==> src/rtl/fetch_stage.sv <==
// Instruction fetch stage: owns the PC, issues imem reads and latches IF/ID for decode.
// Latency: an imem hit at PC=A in cycle N is visible in IF/ID from cycle N+1; 1 instr/cycle sustained.
// Backpressure: stall holds PC and IF/ID (the in-flight word is refetched), flush/redirect insert bubbles.
module fetch_stage #(
    parameter logic [31:0] PC_INIT  = 32'h0000_0000,
    parameter logic [31:0] NOP_WORD = 32'h0000_0000
) (
    input  logic        CLK,
    input  logic        RST,
    input  logic        ihit,
    input  logic [31:0] imemload,
    output logic        imemREN,
    output logic [31:0] imemaddr,
    input  logic        stall,
    input  logic        flush,
    input  logic        redirect_en,
    input  logic [31:0] redirect_addr,
    input  logic        halt_ID,
    output logic [31:0] instr_ID,
    output logic [31:0] imemaddr_ID,
    output logic [31:0] next_addr_ID,
    output logic        valid_ID,
    output logic [31:0] fetch_cnt
);

    typedef enum logic [1:0] {
        ST_RUN        = 2'd0,
        ST_WAIT_REDIR = 2'd1,
        ST_HALTED     = 2'd2
    } state_t;

    typedef struct packed {
        logic [31:0] instr;
        logic [31:0] pc;
        logic [31:0] npc;
        logic        vld;
    } ifid_t;

    localparam logic [31:0] PC_RST = PC_INIT & 32'hFFFF_FFFC;

    state_t      state_q, state_d;
    logic [31:0] pc_q, pc_d;
    logic [31:0] tgt_q, tgt_d;
    ifid_t       ifid_q, ifid_d;
    logic [31:0] cnt_q, cnt_d;
    logic        imem_ren_q, imem_ren_d;

    logic [31:0] pc_plus4;
    logic [31:0] redir_tgt;
    logic        bubble;

    assign pc_plus4  = pc_q + 32'd4;
    assign redir_tgt = redirect_addr & 32'hFFFF_FFFC;

    always_comb begin
        state_d = state_q;
        pc_d    = pc_q;
        tgt_d   = tgt_q;
        ifid_d  = ifid_q;
        cnt_d   = cnt_q;
        bubble  = 1'b0;

        case (state_q)
            ST_RUN: begin
                if (redirect_en) begin
                    // Redirect beats a same-cycle HALT: that HALT is on the wrong path.
                    bubble = 1'b1;
                    if (ihit) begin
                        pc_d = redir_tgt;
                    end else begin
                        tgt_d   = redir_tgt;
                        state_d = ST_WAIT_REDIR;
                    end
                end else if (halt_ID && !stall) begin
                    bubble  = 1'b1;
                    state_d = ST_HALTED;
                end else if (stall) begin
                    bubble = flush;
                end else if (flush) begin
                    bubble = 1'b1;
                end else if (ihit) begin
                    ifid_d.instr = imemload;
                    ifid_d.pc    = pc_q;
                    ifid_d.npc   = pc_plus4;
                    ifid_d.vld   = 1'b1;
                    pc_d         = pc_plus4;
                    cnt_d        = (cnt_q == 32'hFFFF_FFFF) ? cnt_q : cnt_q + 32'd1;
                end
            end

            ST_WAIT_REDIR: begin
                // The old request must complete before the PC may move; its data is dropped.
                if (redirect_en) begin
                    tgt_d = redir_tgt;
                end
                if (ihit) begin
                    pc_d    = redirect_en ? redir_tgt : tgt_q;
                    state_d = ST_RUN;
                end
            end

            ST_HALTED: begin
            end

            default: begin
                state_d = ST_RUN;
            end
        endcase

        if (bubble) begin
            ifid_d.instr = NOP_WORD;
            ifid_d.vld   = 1'b0;
        end

        imem_ren_d = (state_d != ST_HALTED);
    end

    always_ff @(posedge CLK or posedge RST) begin
        if (RST) begin
            state_q    <= ST_RUN;
            pc_q       <= PC_RST;
            tgt_q      <= 32'h0000_0000;
            ifid_q     <= '{instr: NOP_WORD, pc: 32'h0, npc: 32'h0, vld: 1'b0};
            cnt_q      <= 32'h0000_0000;
            imem_ren_q <= 1'b1;
        end else begin
            state_q    <= state_d;
            pc_q       <= pc_d;
            tgt_q      <= tgt_d;
            ifid_q     <= ifid_d;
            cnt_q      <= cnt_d;
            imem_ren_q <= imem_ren_d;
        end
    end

    assign imemaddr     = pc_q;
    assign imemREN      = imem_ren_q;
    assign instr_ID     = ifid_q.instr;
    assign imemaddr_ID  = ifid_q.pc;
    assign next_addr_ID = ifid_q.npc;
    assign valid_ID     = ifid_q.vld;
    assign fetch_cnt    = cnt_q;

endmodule
==> config.mk <==
export PLATFORM = sky130hd
export DESIGN_NAME = fetch_stage
export DESIGN_NICKNAME = d
export VERILOG_FILES = /design/src/rtl/fetch_stage.sv
export SDC_FILE = /design/constraint.sdc
export NUM_CORES = 1
export LEC_CHECK = 0
export CORE_ASPECT_RATIO = 1.4
export CORE_MARGIN = 2
export CORE_UTILIZATION = 45
export CTS_BUF_LIST = sky130_fd_sc_hd__clkbuf_4 sky130_fd_sc_hd__clkbuf_8
export CTS_CLUSTER_SIZE = 30
export DETAILED_ROUTE_END_ITERATION = 12
export GPL_ROUTABILITY_DRIVEN = 0
export PLACE_DENSITY = 0.85
export SLEW_MARGIN = 20
export SYNTH_ARGS = -nofsm -noshare
export SYNTH_HDL_FRONTEND = slang
export SYNTH_SLANG_ARGS = --single-unit
==> constraint.sdc <==
create_clock -name CLK -period 12.65 [get_ports CLK]
set_input_delay 3.795 -clock CLK [delete_from_list [all_inputs] [get_ports CLK]]
set_output_delay 3.795 -clock CLK [all_outputs]
set_load 0.005 [all_outputs]
* Yosys cells after proc, flatten, opt, wreduce, memory -nomap -nowiden
Cells that the tools add are included.
** Storage, ports and cells
- Latch bits :: 0
- Output and inout bits :: 162
- Bits in writable memories :: 0
- ROM bits :: 0
- Memories :: 0
- Bits in registers :: 196
** Cells by class
- $add $sub $neg :: 2
- Reductions and logical operators :: 11
- Div/mod/pow operators :: 0
- Multiplexer cells :: 30
- Eq/ne operators :: 16
- Shift-type cells :: 0
- Bitwise operators :: 5
- Multiply operators :: 0
- Order comparisons :: 0
** Operator list (number)
- 97-bit two-way mux :: 6
- 32-bit two-way mux :: 11
- 32-bit one-hot mux with 2 select lines :: 2
- 32-bit by 1-bit adder with 32-bit output, second input constant :: 1
- 32-bit by 3-bit adder with 32-bit output, second input constant :: 1
- 32-bit equality test, second input constant :: 1
- 7-bit AND reduction :: 2
- 3-bit != test, second input constant :: 4
- 6-bit AND reduction :: 2
- 2-bit != test, second input constant :: 5
- 2-bit two-way mux :: 4
- 1-bit two-way mux :: 6
- 2-bit by 1-bit != test with 1-bit output, second input constant :: 3
- 2-bit one-hot mux with 3 select lines :: 1
- 2-bit nonzero test :: 3
- 5-bit != test, second input constant :: 1
- 1-bit NOT :: 5
- 3-bit AND reduction :: 1
- 2-bit by 1-bit equality test with 1-bit output, second input constant :: 1
- 2-bit equality test, second input constant :: 1
- 2-bit zero test :: 1
- 1-bit logical AND :: 1
- 1-bit zero test :: 1

* Longest topological paths before layout
Gate-level depths: netlist (run 1).
- Word-level depth :: 8
- Gate-level depth with buffers :: 8
- Gate-level depth less buffers :: 6

* Worst setup path after synthesis (run 1)
Ideal clock, no wire load.
- Path type :: input-to-reg
- Start :: input port halt_ID
- End :: register pc_q[25], in the netlist imemaddr[25]
- Buffers on the path :: 1
- Setup slack :: 7.582 ns
- Arrival time :: 4.999 ns
- Library setup time :: 0.069 ns
- Data required time :: 12.581 ns
- Stages on the path :: 5
- Path through :: or3_1 > a21o_1 > clkbuf_8 > or4_1 > nand3_1
** Between the ends
- Cells in the longest elaborated chain, start to end :: 3
- Elaborated cells between the ends (all ways) :: 4
** RTL lines
- start, declared :: RTL line 18 : input logic halt_ID,
- 1-bit logical AND (*) :: RTL line 74 : end else if (halt_ID && !stall) begin
- 5-bit != test (no line) / 3-bit != test (equally long branches)
- 7-bit AND reduction (no line) (*)
- end signal, assigned :: RTL line 128 : pc_q <= pc_d;
- end, declared :: RTL line 42 : logic [31:0] pc_q, pc_d;
Every way passes the cells marked *; elsewhere a longest branch is shown, timed or not.
A chain may end at the register's enable or synchronous reset.

* Final worst setup path (run 1)
- Start :: input port redirect_en
- End :: register tgt_q[26]
** Between the ends
- Cells in the longest elaborated chain, start to end :: 2
- Elaborated cells between the ends (all ways) :: 4
** RTL lines
- start, declared :: RTL line 16 : input logic redirect_en,
- 32-bit two-way mux / 2-bit != test (equally long branches)
- 32-bit one-hot mux with 2 select lines / 3-bit AND reduction (equally long branches)
- end signal, assigned :: RTL line 129 : tgt_q <= tgt_d;
- end, declared :: RTL line 43 : logic [31:0] tgt_q, tgt_d;
Parallel ways exist; a longest one is shown, timed or not.

==> results of run 1 <==
[area by class of cell]
class                   instances  share of cell area
flip-flops and latches        194               0.413
multi-input cells             594               0.319
inverters                      17             0.00607
well taps                     252              0.0268
clock buffers                  19              0.0217
clock inverters                13              0.0126
repair buffers                239               0.201
[metal layers]
layer,GRT usage,vias to the layer above,part of all wire
li1,-,3428,-
met1,0.295,3624,0.41
met2,0.389,245,0.50
met3,0.0437,72,0.046
met4,0.118,0,0.046
met5,0,-,0
[Yosys cell counts (5+ instances only)]
| cell | n | area (um2) |
|---|---|---|
| a211oi_1 | 8 | 60.1 |
| a21oi_1 | 39 | 195 |
| a22o_1 | 34 | 298 |
| and3_1 | 16 | 100 |
| and4_1 | 6 | 52.6 |
| buf_1 | 7 | 26.3 |
| buf_2 | 10 | 50.1 |
| buf_4 | 8 | 60.1 |
| clkbuf_1 | 25 | 93.8 |
| clkbuf_8 | 5 | 68.8 |
| dfrtp_1 | 193 | 4830 |
| inv_1 | 17 | 63.8 |
| mux2_2 | 29 | 327 |
| nand2_1 | 146 | 548 |
| nand3_1 | 29 | 145 |
| nand4_1 | 18 | 113 |
| nor2_1 | 36 | 135 |
| nor2b_1 | 5 | 31.3 |
| nor3_1 | 10 | 50.1 |
| nor3b_1 | 9 | 67.6 |
| o21ai_0 | 68 | 340 |
| o22ai_1 | 11 | 68.8 |
| o31a_1 | 11 | 96.3 |
| xnor2_1 | 38 | 333 |
| xor2_1 | 18 | 158 |
[where the power goes]
part	leakage, nW	internal [W]	switching (W)
Sequential	2.51	0.000764	0.000141
Combinational	2.33	0.000331	0.000247
Clock	0.199	0.000186	0.000229
Total	5.04	0.00128	0.000617
[registers in the layout (all words and copies together), names as in the netlist]
register,count
fetch_cnt,32
imemaddr,32
imemaddr_ID,32
instr_ID,32
tgt_q,32
next_addr_ID,30
state_q,2
imemREN,1
valid_ID,1
[metrics by stage]
step | total power (W) | cells | setup slack [ps] | utilization
final | 0.00190 | 1328 | 6830 | 0.597
after global routing | 0.00201 | 1328 | 6680 | 0.597
after CTS | 0.00191 | 1328 | 6810 | 0.597
after detailed placement | 0.00149 | 1296 | 6340 | 0.576
after global placement | 0.00147 | 1296 | 6400 | 0.576
after floorplan | 0.00115 | 864 | 3570 | -
[worst max-delay path, stage by stage]
cell and delay (ps):
buf_2 70, buf_4 460, inv_1 380, nor3_2 590, buf_4 450, mux2_2 380
[cells by family after synthesis]
logic type	after synthesis
and+or+nand+nor	309
xor gates and xnor gates	56
DFF	194
muxes	31
buffers and inverters	76
adders and majority gates	2
AOI/OAI and AO/OA	196
[final timing paths]
path	cells after the start	to	slack [ps]	start
worst max-delay path	6	tgt_q[26]	6830	redirect_en
worst min-delay path	2	imemaddr_ID[11]	480	imemaddr_ID[11]
worst max register to register	6	imemaddr[20]	10390	imemaddr[2]
worst min register to register	2	imemaddr_ID[11]	480	imemaddr_ID[11]
max in group asynchronous	3	state_q[1]	7300	RST
min in group asynchronous	2	imemaddr_ID[17]	3850	RST
==> impl_metrics.env, run 1 <==
export IMPL_hold_buffers=0
export IMPL_cts_max_path_buffers=2
export IMPL_antenna_cells=0
export IMPL_synthCells=864
export IMPL_area_delta_synth_final_pct=31.0
export IMPL_final_area_um2=11800
export IMPL_setup_violations=0
export IMPL_synth_xor_area_frac=0.0547
export IMPL_cts_root_buf="clkbuf_8"
export IMPL_grt_pass1_wl_mm=38.4
export IMPL_fmax_mhz=172
export IMPL_multiInputGateArea_um2=3740
export IMPL_yosysWarningCount=0
export IMPL_grt_setup_unrepaired="false"
export IMPL_die_area_um2=21100
export IMPL_cp_max_fo=59
export IMPL_drive_gt1_frac=0.0920
export IMPL_synth_compound_area_share=0.142
export IMPL_tns_ps=0
export IMPL_synth_area_mux_share=0.0389
export IMPL_htree_levels=4
export IMPL_mostFrequentLayoutCell="clkdlybuf4s50_1"
export IMPL_layout_nets=1136
export IMPL_synth_nets=937
export IMPL_synth_area_um2=8970
export IMPL_row_count=61
export IMPL_grt_usage=0.236
export IMPL_synthAdderAreaFrac=0.00279
export IMPL_cts_tree="yes"
export IMPL_die_h_um=171
export IMPL_insertion_delay_ps=470
export IMPL_cap_violations=0
export IMPL_synth_seq_area_share=0.541
export IMPL_slew_headroom=0.385
export IMPL_grt_max_degree=127
export IMPL_post_cts_resized=0
export IMPL_maxSlewViolCount=0
export IMPL_drcViolationCount=0
export IMPL_io_buffers=230
export IMPL_criticalPathCategory="primary input to register"
export IMPL_synth_edf_count=0
export IMPL_critPathArrivalTime_ps=6180
export IMPL_worst_setup_path_end_kind="register"
export IMPL_postRouteAntennaNets=0
export IMPL_ys_seq_elements=194
export IMPL_pin_count=233
export IMPL_via_per_inst=5.55
export IMPL_ir_worst_vdd_mv=0.0785
export IMPL_p_leak_nw=5.04
export IMPL_regArea_um2=4860
export IMPL_cts_setup_buffers=0
export IMPL_yosys_area_share_simple=0.176
export IMPL_final_hold_viol_count=0
export IMPL_numCtsBuffers=17
export IMPL_status="completed"
export IMPL_gr_total_overflow=0
export IMPL_syn_area_per_cell_um2=10.4
export IMPL_hpwl_mm=17.6
export IMPL_tightest_slew_ps=923
export IMPL_start_util=0.456
export IMPL_n_fill_cell=1605
export IMPL_place_area_um2=11300
export IMPL_hp_class="register to register"
export IMPL_grt_pass1_vias=7185
export IMPL_cp_required_ps=13000
export IMPL_synth_cell_types=65
export IMPL_routedWlPerCell_um=18.5
export IMPL_drt_pass1_iterations=5
export IMPL_final_cell_mix="229 x clkdlybuf4s50_1, 193 x dfrtp_1, 146 x nand2_1"
export IMPL_synth_top_family_by_area="simple AND/OR/NAND/NOR gates"
export IMPL_min_period_ps=5820
export IMPL_start_kind="primary input"
export IMPL_synth_main_ff_cell="dfrtp_1"
export IMPL_async_flop_share=1.00
export IMPL_fin_crit_sh=0.460
export IMPL_cellPowerDensity_nw_per_um2=161
export IMPL_fin_skew_ps=13.9
export IMPL_fin_hold_ws_ps=481
export IMPL_vias=7369
export IMPL_die_w_um=123
export IMPL_grt_antenna_before_repair=0
export IMPL_clock_sinks=194
export IMPL_core_area_um2=19700
export IMPL_clk_transition_reported_paths_ps=90
export IMPL_totalWireLength_mm=24.6
export IMPL_drt_iter0_drc=786
No activity file was read; power rests on OpenSTA's default activity.
==> run 2, diff against run 1 <==
Clock period 12.65 ns to 5.7 ns, I/O delays scaled along.
==> impl_metrics.env, run 2 (synthesized netlist as in run 1, its figures left out) <==
export IMPL_n_fill_cell=1640
export IMPL_via_per_inst=5.47
export IMPL_hold_buffers=0
export IMPL_slowest_stage="and2_2"
export IMPL_place_ws_ps=1610
export IMPL_tightest_slew_ps=915
export IMPL_io_buffers=230
export IMPL_rr_endpoint="imemaddr[8]"
export IMPL_p_leak_nw=5.04
export IMPL_maxSlewViolCount=0
export IMPL_min_period_ps=3560
export IMPL_die_h_um=171
export IMPL_critical_path_endpoint="instr_ID[1]"
export IMPL_dp_cells=1298
export IMPL_clock_sinks=194
export IMPL_drt_iter0_drc=620
export IMPL_worst_setup_path_end_kind="register"
export IMPL_crit_chain="clkdlybuf4s50_1 > nor4b_2 > and2_2 > buf_4 > a22o_1"
export IMPL_routedWlPerCell_um=18.5
export IMPL_tns_ps=0
export IMPL_cts_tree="yes"
export IMPL_finalNonFillerCells=1331
export IMPL_cp_required_ps=6100
export IMPL_hpwl_mm=17.8
export IMPL_rr_worst_depth=5
export IMPL_area_delta_synth_final_pct=31.0
export IMPL_die_area_um2=21100
export IMPL_critical_path_max_stage_delay_ps=690
export IMPL_fin_crit_sh=0.625
export IMPL_start_util=0.456
export IMPL_row_count=61
export IMPL_r2r_start="state_q[0]"
export IMPL_critPathArrivalTime_ps=3960
export IMPL_cellPowerDensity_nw_per_um2=355
export IMPL_cts_max_path_buffers=2
export IMPL_grt_usage=0.237
export IMPL_clk_transition_reported_paths_ps=90
export IMPL_fin_skew_ps=13.7
export IMPL_cts_setup_buffers=0
export IMPL_start_kind="primary input"
export IMPL_cts_root_buf="clkbuf_8"
export IMPL_criticalPathCategory="primary input to register"
export IMPL_die_w_um=123
export IMPL_startpoint="ihit"
export IMPL_drive_gt1_frac=0.0928
export IMPL_status="completed"
export IMPL_final_cell_mix="229 x clkdlybuf4s50_1, 193 x dfrtp_1, 146 x nand2_1"
export IMPL_htree_levels=4
export IMPL_fin_hold_ws_ps=481
export IMPL_numCtsBuffers=17
export IMPL_ir_worst_vdd_mv=0.168
export IMPL_grt_antenna_before_repair=1
export IMPL_insertion_delay_ps=480
export IMPL_core_area_um2=19700
export IMPL_regToRegSetupSlack_ps=3040
export IMPL_drt_pass1_iterations=5
export IMPL_p_total_w=0.00418
export IMPL_path_delay_family="simple AND/OR/NAND/NOR gates"
export IMPL_crit_buf_inv=2
export IMPL_gr_total_overflow=0
export IMPL_critical_path_depth=5
export IMPL_cp_max_fo=31
export IMPL_hp_class="register to register"
export IMPL_setup_ws_ps=2140
export IMPL_fmax_mhz=281
export IMPL_drcViolationCount=0
export IMPL_grt_max_degree=133
export IMPL_mostFrequentLayoutCell="clkdlybuf4s50_1"
export IMPL_grt_setup_unrepaired="false"
export IMPL_setup_violations=0
export IMPL_post_cts_resized=0
export IMPL_grt_pass1_vias=7092
export IMPL_postRouteAntennaNets=0
export IMPL_final_hold_viol_count=0
export IMPL_totalWireLength_mm=24.6
export IMPL_pin_count=233
export IMPL_grt_pass1_wl_mm=38.5
export IMPL_layout_nets=1138
export IMPL_vias=7275
export IMPL_cap_violations=0
export IMPL_slew_headroom=0.389
-- run 2: cell type report --
cell class / count / area [um2] / share of cell area
inverters: 17 / 67.6 / 0.00575
diodes: 1 / 2.50 / 0.000213
repair buffers: 241 / 2390 / 0.203
flip-flops and latches: 194 / 4860 / 0.413
clock inverters: 15 / 149 / 0.0127
multi-input cells: 594 / 3740 / 0.318
clock buffers: 17 / 234 / 0.0199
well taps: 252 / 315 / 0.0268
-- run 2: where the power goes --
part | switching (W) | leakage [nW] | internal (W) | total, W
Clock | 0.000535 | 0.189 | 0.000359 | 0.000894
Combinational | 0.000545 | 2.34 | 0.000735 | 0.00128
Sequential | 0.000308 | 2.51 | 0.00169 | 0.00200
Total | 0.00139 | 5.04 | 0.00279 | 0.00418
-- run 2: worst min path at each step --
stage / startpoint / to / slack [ps] / cells past startpoint
6_report: imemaddr_ID[13] / imemaddr_ID[13] / 480 / 2
3_3_place_gp: imemaddr_ID[13] / imemaddr_ID[13] / 460 / 2
3_5_place_dp: imemaddr_ID[17] / imemaddr_ID[17] / 460 / 2
4_1_cts: imemaddr_ID[13] / imemaddr_ID[13] / 490 / 2
2_1_floorplan: tgt_q[30] / tgt_q[30] / 450 / 1
5_1_grt: imemaddr_ID[12] / imemaddr_ID[12] / 510 / 2
-- run 2: worst register-to-register path, stage by stage, from the launching register on --
cell	delay, ps
dfrtp_1	570
nor2b_1	790
nor2_1	310
buf_4	300
a2111oi_0	510
a21o_1	140
-- run 2: stage by stage --
step	util	cell area, um2
finish	0.597	11800
CTS	0.597	11800
detailed placement	0.577	11400
global route	0.597	11800
global placement	0.577	11400
floorplan	-	8980
-- run 2: metal layers --
layer	GRT usage	part of all wire
met1	0.305	0.41
met2	0.387	0.51
met3	0.0410	0.046
met4	0.108	0.039
met5	0	0
==> run 3, diff against run 2 <==
Settings changed: PLACE_DENSITY 0.85 to 0.88.
Clock period 5.7 ns to 3.2 ns, I/O delays scaled along.
==> impl_metrics.env, run 3 (synthesized netlist as in run 1, its figures left out) <==
export IMPL_hold_path_end="imemaddr_ID[13]"
export IMPL_dp_cells=1313
export IMPL_routedWlPerCell_um=18.5
export IMPL_io_buffers=230
export IMPL_finalNonFillerCells=1346
export IMPL_cp_required_ps=2240
export IMPL_n_fill_cell=1608
export IMPL_path_delay_family="buffers and inverters"
export IMPL_cap_violations=0
export IMPL_cts_tree="yes"
export IMPL_maxSlewViolCount=0
export IMPL_final_cell_mix="229 x clkdlybuf4s50_1, 193 x dfrtp_1, 146 x nand2_1"
export IMPL_critPathArrivalTime_ps=1660
export IMPL_rr_worst_depth=6
export IMPL_grt_usage=0.239
export IMPL_drcViolationCount=0
export IMPL_ir_worst_vdd_mv=0.330
export IMPL_regToRegSetupSlack_ps=900
export IMPL_die_w_um=123
export IMPL_die_h_um=171
export IMPL_clock_sinks=194
export IMPL_multiInputGateArea_um2=3740
export IMPL_grt_pass1_wl_mm=38.9
export IMPL_cts_setup_buffers=0
export IMPL_rr_endpoint="imemaddr[26]"
export IMPL_post_cts_resized=0
export IMPL_htree_levels=4
export IMPL_fin_skew_ps=18.2
export IMPL_min_period_ps=2620
export IMPL_drive_gt1_frac=0.105
export IMPL_cp_max_fo=10
export IMPL_place_ws_ps=195
export IMPL_cts_root_buf="clkbuf_8"
export IMPL_setup_ws_ps=582
export IMPL_totalWireLength_mm=24.9
export IMPL_hpwl_mm=18.5
export IMPL_numCtsBuffers=17
export IMPL_grt_antenna_before_repair=1
export IMPL_tightest_slew_ps=917
export IMPL_drt_pass1_iterations=6
export IMPL_crit_chain="clkdlybuf4s50_1"
export IMPL_final_hold_viol_count=0
export IMPL_hold_buffers=0
export IMPL_start_kind="register"
export IMPL_hp_start="imemaddr_ID[13]"
export IMPL_critical_path_max_stage_delay_ps=600
export IMPL_cellPowerDensity_nw_per_um2=634
export IMPL_die_area_um2=21100
export IMPL_grt_max_degree=101
export IMPL_grt_setup_unrepaired="false"
export IMPL_grt_pass1_vias=7276
export IMPL_mostFrequentLayoutCell="clkdlybuf4s50_1"
export IMPL_gr_total_overflow=0
export IMPL_p_leak_nw=5.15
export IMPL_slowest_stage="clkdlybuf4s50_1"
export IMPL_area_delta_synth_final_pct=33.5
export IMPL_vias=7469
export IMPL_regArea_um2=4860
export IMPL_status="completed"
export IMPL_fmax_mhz=382
export IMPL_setup_violations=0
export IMPL_criticalPathCategory="register to output pin"
export IMPL_postRouteAntennaNets=0
export IMPL_core_area_um2=19700
export IMPL_crit_buf_inv=1
export IMPL_layout_nets=1153
export IMPL_hold_depth=2
export IMPL_fin_crit_sh=0.818
export IMPL_worst_setup_path_end_kind="output pin"
export IMPL_start_util=0.456
export IMPL_cts_max_path_buffers=2
export IMPL_slew_headroom=0.389
export IMPL_via_per_inst=5.55
export IMPL_clk_transition_reported_paths_ps=100
export IMPL_row_count=61
export IMPL_r2r_start="imemaddr[2]"
export IMPL_pin_count=233
export IMPL_insertion_delay_ps=470
export IMPL_drt_iter0_drc=856
export IMPL_hp_class="register to register"
-- run 3: cell count changes in the layout (fill, tap and decap cells not counted) --
| cell | change |
|---|---|
| bufinv_16 | +2 |
| clkinv_4 | -3 |
| buf_12 | +5 |
| clkbuf_4 | +2 |
| buf_4 | +10 |
| clkbuf_8 | +2 |
| inv_8 | -3 |
-- run 3: layout make-up --
class	instances	area share
timing repair buffer	256	0.214
sequential	194	0.406
antenna	1	0.000209
clock inverter	11	0.0124
tap	252	0.0263
clock buffer	21	0.0231
multi-input combinational	594	0.312
inverter	17	0.00564
-- run 3: layer usage --
metal / global-route usage / vias to the layer above / routed length [um]
li1: - / 3457 / -
met3: 0.0513 / 70 / 1290
met1: 0.297 / 3660 / 10000
met5: 0 / - / 0
met4: 0.106 / 0 / 1010
met2: 0.397 / 282 / 12600
-- run 3: how the worst max path moves through the flow --
stage | slack, ps | cells past startpoint | end | startpoint
floorplan | -260 | 1 | fetch_cnt[0] | RST
global placement | 310 | 5 | fetch_cnt[1] | halt_ID
detailed placement | 190 | 5 | next_addr_ID[9] | flush
CTS | 550 | 1 | imemaddr[10] | imemaddr[10]
global route | 480 | 1 | imemaddr[10] | imemaddr[10]
finish | 580 | 1 | imemaddr[10] | imemaddr[10]
-- run 3: report_power, final --
group | internal (W) | switching [W]
clock network | 0.000837 | 0.000866
logic | 0.00133 | 0.000974
registers | 0.00302 | 0.000565
-- run 3: stage by stage --
stage | util | TNS (ps) | power (W) | hold WS [ps] | instance area (um2)
after CTS | 0.608 | 0 | 0.00764 | 486 | 12000
final | 0.608 | 0 | 0.00759 | 482 | 12000
after detailed placement | 0.586 | 0 | 0.00594 | 463 | 11500
after floorplan | - | -50870 | 0.00453 | 449 | 8980
after global routing | 0.608 | 0 | 0.00801 | 506 | 12000
after global placement | 0.586 | 0 | 0.00584 | 460 | 11500
